===== src/rtl/time_bcd_decoder_pkg.sv =====
`default_nettype none
// ============================================================================
// Package : time_disp_pkg
// Shared types and constants for the minutes/seconds BCD decoder.
// Rev 1.0 : initial release
// ============================================================================
package time_disp_pkg;

  typedef enum logic [1:0] {
    IDLE  = 2'd0,
    SHIFT = 2'd1,
    DONE  = 2'd2
  } state_t;

  localparam int N_BITS      = 6;
  localparam int MAX_VAL     = 59;
  localparam int ADD3_THRESH = 5;

endpackage : time_disp_pkg
`default_nettype wire


===== src/rtl/time_bcd_decoder_dabble_field.sv =====
`default_nettype none
// ============================================================================
// Module  : dabble_field
// One field of the double-dabble converter: saturating load, scratch
// registers and the combinational add-3/shift step.
// Rev 1.0 : initial release
// ============================================================================
module dabble_field
  import time_disp_pkg::*;
#(
  parameter int N_BITS_P  = N_BITS,
  parameter int MAX_VAL_P = MAX_VAL
) (
  input  logic                clk,
  input  logic                reset,
  input  logic                i_load,
  input  logic                i_shift,
  input  logic [N_BITS_P-1:0] i_bin,
  output logic [3:0]          o_tens_nxt,
  output logic [3:0]          o_units_nxt,
  output logic                o_oor
);

  logic [N_BITS_P-1:0] r_bin;
  logic [3:0]          r_tens;
  logic [3:0]          r_units;
  logic                r_oor;

  logic                w_sat;
  logic [3:0]          w_tens_adj;
  logic [3:0]          w_units_adj;
  logic [N_BITS_P-1:0] w_bin_nxt;

  assign w_sat = (i_bin > N_BITS_P'(MAX_VAL_P));

  // Tens never exceeds 5 after saturation, so its add-3 stays within 4 bits.
  assign w_tens_adj  = (r_tens  >= 4'(ADD3_THRESH)) ? r_tens  + 4'd3 : r_tens;
  assign w_units_adj = (r_units >= 4'(ADD3_THRESH)) ? r_units + 4'd3 : r_units;

  assign o_tens_nxt  = {w_tens_adj[2:0], w_units_adj[3]};
  assign o_units_nxt = {w_units_adj[2:0], r_bin[N_BITS_P-1]};
  assign w_bin_nxt   = {r_bin[N_BITS_P-2:0], 1'b0};
  assign o_oor       = r_oor;

  always_ff @(posedge clk or posedge reset) begin
    if (reset) begin
      r_bin   <= '0;
      r_tens  <= '0;
      r_units <= '0;
      r_oor   <= 1'b0;
    end else if (i_load) begin
      r_bin   <= w_sat ? N_BITS_P'(MAX_VAL_P) : i_bin;
      r_tens  <= '0;
      r_units <= '0;
      r_oor   <= w_sat;
    end else if (i_shift) begin
      r_bin   <= w_bin_nxt;
      r_tens  <= o_tens_nxt;
      r_units <= o_units_nxt;
    end
  end

endmodule : dabble_field
`default_nettype wire


===== src/rtl/time_bcd_decoder.sv =====
`default_nettype none
// ============================================================================
// Module  : time_bcd_decoder
// Multi-cycle binary-to-BCD converter for stopwatch minutes and seconds.
// Rev 1.0 : initial release
// ============================================================================
module time_bcd_decoder
  import time_disp_pkg::*;
#(
  parameter int N_BITS  = time_disp_pkg::N_BITS,
  parameter int MAX_VAL = time_disp_pkg::MAX_VAL
) (
  input  logic              clk,
  input  logic              reset,
  input  logic              start,
  input  logic [N_BITS-1:0] min_in,
  input  logic [N_BITS-1:0] sec_in,
  output logic              busy,
  output logic              done,
  output logic              err,
  output logic [3:0]        min_tens,
  output logic [3:0]        min_units,
  output logic [3:0]        sec_tens,
  output logic [3:0]        sec_units
);

  localparam int CW = $clog2(N_BITS + 1);

  state_t        r_state;
  state_t        w_next;
  logic [CW-1:0] r_cnt;
  logic          w_load;
  logic          w_shift;
  logic          w_last;

  logic [3:0]    w_min_tens_nxt;
  logic [3:0]    w_min_units_nxt;
  logic [3:0]    w_sec_tens_nxt;
  logic [3:0]    w_sec_units_nxt;
  logic          w_min_oor;
  logic          w_sec_oor;

  dabble_field #(
    .N_BITS_P  (N_BITS),
    .MAX_VAL_P (MAX_VAL)
  ) u_min (
    .clk         (clk),
    .reset       (reset),
    .i_load      (w_load),
    .i_shift     (w_shift),
    .i_bin       (min_in),
    .o_tens_nxt  (w_min_tens_nxt),
    .o_units_nxt (w_min_units_nxt),
    .o_oor       (w_min_oor)
  );

  dabble_field #(
    .N_BITS_P  (N_BITS),
    .MAX_VAL_P (MAX_VAL)
  ) u_sec (
    .clk         (clk),
    .reset       (reset),
    .i_load      (w_load),
    .i_shift     (w_shift),
    .i_bin       (sec_in),
    .o_tens_nxt  (w_sec_tens_nxt),
    .o_units_nxt (w_sec_units_nxt),
    .o_oor       (w_sec_oor)
  );

  always_ff @(posedge clk or posedge reset) begin
    if (reset) r_state <= IDLE;
    else       r_state <= w_next;
  end

  always_comb begin
    w_next  = r_state;
    w_load  = 1'b0;
    w_shift = 1'b0;
    w_last  = 1'b0;
    case (r_state)
      IDLE: begin
        if (start) begin
          w_next = SHIFT;
          w_load = 1'b1;
        end
      end
      SHIFT: begin
        w_shift = 1'b1;
        if (r_cnt == CW'(N_BITS - 1)) begin
          w_last = 1'b1;
          w_next = DONE;
        end
      end
      DONE:    w_next = IDLE;
      default: w_next = IDLE;
    endcase
  end

  always_ff @(posedge clk or posedge reset) begin
    if (reset)        r_cnt <= '0;
    else if (w_load)  r_cnt <= '0;
    else if (w_shift) r_cnt <= r_cnt + 1'b1;
  end

  // Digits capture the post-step scratch values on the final shift edge.
  always_ff @(posedge clk or posedge reset) begin
    if (reset) begin
      busy      <= 1'b0;
      done      <= 1'b0;
      err       <= 1'b0;
      min_tens  <= '0;
      min_units <= '0;
      sec_tens  <= '0;
      sec_units <= '0;
    end else begin
      busy <= (w_next != IDLE);
      done <= w_last;
      if (w_last) begin
        err       <= w_min_oor | w_sec_oor;
        min_tens  <= w_min_tens_nxt;
        min_units <= w_min_units_nxt;
        sec_tens  <= w_sec_tens_nxt;
        sec_units <= w_sec_units_nxt;
      end
    end
  end

endmodule : time_bcd_decoder
`default_nettype wire


===== config.mk =====
export PLATFORM = sky130hd
export DESIGN_NAME = time_bcd_decoder
export DESIGN_NICKNAME = d
export VERILOG_FILES = /design/src/rtl/time_bcd_decoder_pkg.sv /design/src/rtl/time_bcd_decoder_dabble_field.sv /design/src/rtl/time_bcd_decoder.sv
export SDC_FILE = /design/constraint.sdc
export NUM_CORES = 1
export LEC_CHECK = 0
export BUFFER_PORTS_ARGS = -buffer_cell sky130_fd_sc_hd__buf_2
export CAP_MARGIN = 5
export CORE_MARGIN = 8
export CORE_UTILIZATION = 55
export DETAILED_ROUTE_END_ITERATION = 8
export PLACE_DENSITY = 0.77
export SKIP_LAST_GASP = 1
export SYNTH_ARGS = -nofsm -noshare
export SYNTH_HDL_FRONTEND = slang
export SYNTH_SLANG_ARGS = --single-unit

===== constraint.sdc =====
create_clock -name clk -period 3.6 [get_ports clk]
set_input_delay 0.72 -clock clk [delete_from_list [all_inputs] [get_ports clk]]
set_output_delay 0.72 -clock clk [all_outputs]
set_load 0.05 [all_outputs]

==> impl_metrics.json <==
{
  "status": "finished, final reports clean",
  "max_stage_delay_ns": 0.63,
  "wl_met1_um": 2140,
  "dieWidth_um": 83.7,
  "start_util": 0.575,
  "syn_inst": 250,
  "cts_tree": "yes",
  "fin_crit_sh": 0.507,
  "nNetsFinal": 307,
  "hold_path.class": "flop to flop",
  "leakagePower_nw": 1.36,
  "synth_area_leaders": "dfrtp_1 54%, nand2_1 8.8%, ha_1 5.0%, o21ai_0 4.2%, o21ai_2 4.2%",
  "wl_um": 4370,
  "cts_setup_buffers": 0,
  "final_core_util": 0.633,
  "ctsHoldBuffers": 0,
  "whs_path_depth": 2,
  "place_congestion": 0.763,
  "grt_setup_unrepaired": "no",
  "crit_required_ns": 3.75,
  "routed_via_density": 5.36,
  "crit_type": "primary input to flop",
  "power.density_nw_per_um2": 992,
  "cts.htree.levels": 2,
  "clk_latency_ns": 0.30,
  "finalSetupTns_ns": 0,
  "synth-seq-cells": 54,
  "cts_buffer_depth": 2,
  "hold_viol_final": 0,
  "drtIter0Drc": 124,
  "yosysTopAreaCell": "dfrtp_1",
  "synth.distinct_cells": 32,
  "layout_commonest_cell": "nand2_1",
  "reg2reg_depth": 4,
  "ant_nets": 0,
  "multi_input_area_sq_um": 1040,
  "worst_path_max_delay_cell": "nor3b_4",
  "grt_pass1_wl_um": 8090,
  "cts_buffers": 5,
  "num_vias": 1794,
  "tightest_slew_ns": 0.843,
  "syn_avg_cell_area_sq_um": 10.1,
  "arrival_ns": 1.97,
  "cts_resized": 0,
  "synth_fp_nets": 275,
  "root_buffer": "clkbuf_8",
  "die-area_sq_um": 7010,
  "rows": 24,
  "place.port_buffers": 33,
  "wl_per_cell_um": 13.0,
  "synth_top_area_frac": 0.536,
  "dr.pass1.iters": 4,
  "die_y_um": 83.7,
  "slew_headroom": 0.438,
  "grt_max_degree": 39,
  "grt_use_total": 0.136,
  "drv_slew": 0,
  "top_layer_used": "met4",
  "layout-drive-gt1-share": 0.223,
  "io-pin-count": 34,
  "drv_cap": 0,
  "seq_area_sq_um": 1350,
  "crit_path_cell_trace": "buf_2 -> nor3b_4 -> nor2_4 -> inv_1 -> o22ai_1",
  "antenna_found_initial": 0,
  "critPathMaxFanout": 18,
  "syn_to_final_growth_pct": 10.1,
  "yosys_warnings": 0,
  "fin_crit_ns": 1.83,
  "whs_ns": 0.474,
  "startpoint_type": "primary input",
  "netlist_area_sq_um": 2520,
  "ir_drop_uv": 438,
  "wl_met2_um": 1950,
  "clk_pin_slew_worst_paths_ns": 0.09,
  "grt_remaining_overflow": 0,
  "seq_area_frac_synth": 0.536,
  "met3WireLength_um": 212,
  "drc": 0,
  "fmax_mhz": 548,
  "crit_path_end_kind": "flop",
  "n_antenna_cell": 0,
  "dp_hpwl_um": 3110,
  "grt_pass1_vias": 1785,
  "fin_skew_ns": 0.00488,
  "core_sq_um": 4380,
  "num-fill-cells": 366,
  "cts.sinks": 54,
  "setup_violations": 0,
  "final_cell_mix": "59 x nand2_1, 54 x dfrtp_1, 33 x buf_2"
}
registers in the layout (all words and copies together), names as in the netlist, 2 cells and up:
| register | cells |
|---|---|
| u_sec.r_units | 4 |
| min_units | 4 |
| u_sec.r_bin | 6 |
| sec_tens | 4 |
| u_min.r_units | 4 |
| u_min.r_bin | 6 |
| min_tens | 4 |
| u_sec.r_tens | 4 |
| u_min.r_tens | 4 |
| r_cnt | 3 |
| sec_units | 4 |
| r_state | 2 |
cells in the mapped netlist:
cell type  number
nor3_1          3
nand2_1        59
dfrtp_1        54
nor2_1         12
inv_1          13
nand2b_1        5
and2_1          1
buf_6           3
a21oi_1         9
nor3b_1         2
nand3_1         2
nor3b_4         1
mux2_2          4
mux2i_1         1
nand4_1         2
buf_4           5
xor2_1          1
a21boi_0        3
clkbuf_2        1
xnor2_1         4
nor2_4          1
a32oi_1         1
o22ai_1         7
buf_2           1
o21ai_2        12
a31oi_1         2
o31ai_1         2
nor2b_2         1
o21ai_0        21
nand3_4         1
ha_1           10
a22oi_1         6
power breakdown:
group	switching, mW	internal, mW
Clock	0.185	0.155
Sequential	0.161	0.869
Combinational	0.934	0.450
layout make-up:
| class | count | share of cell area |
|---|---|---|
| flip-flops and latches | 54 | 0.487 |
| multi-input cells | 173 | 0.374 |
| repair buffers | 35 | 0.0649 |
| clock buffers | 7 | 0.0311 |
| well taps | 52 | 0.0234 |
| inverters | 13 | 0.0176 |
| clock inverters | 1 | 0.00180 |
stage by stage:
stage	area [sq um]	setup WS (ns)	instances	total power, mW
after CTS	2780	1.74	335	2.79
after global routing	2780	1.61	335	2.98
after global placement	2690	1.47	327	2.40
final	2780	1.77	335	2.75
after detailed placement	2690	1.41	327	2.44
after floorplan	2520	1.57	250	2.19
logic make-up after synthesis:
logic type	count (synthesis)	share of synthesized area
buffers and inverters	23	0.0516
adders and majority gates	10	0.0496
AOI/OAI and AO/OA	63	0.160
xor gates and xnor gates	5	0.0174
muxes	5	0.0218
and+or+nand+nor	90	0.164
DFF	54	0.536
worst max-delay path: cells and delay by family:
family	cells	cell delay [ns]
simple gates	2	0.82
buf+inv	2	0.31
compound gates	1	0.11
worst paths after layout:
| kind | start | to | slack (ns) |
|---|---|---|---|
| max reg2reg | r_state[1] | u_sec.r_tens[1] | 1.81 |
| min in group asynchronous | reset | u_min.r_units[3] | 0.54 |
| max | start | u_sec.r_tens[1] | 1.77 |
| min | sec_units[1] | sec_units[1] | 0.47 |
| min reg2reg | sec_units[1] | sec_units[1] | 0.47 |
| max in group asynchronous | reset | u_sec.r_bin[4] | 2.34 |
routing by layer:
metal | global-route usage | vias up
met4 | 0.0424 | 0
met5 | 0 | -
met2 | 0.219 | 33
met1 | 0.166 | 833
li1 | - | 922
met3 | 0.0469 | 6
Note: power is estimated with default switching activity, not from simulation.
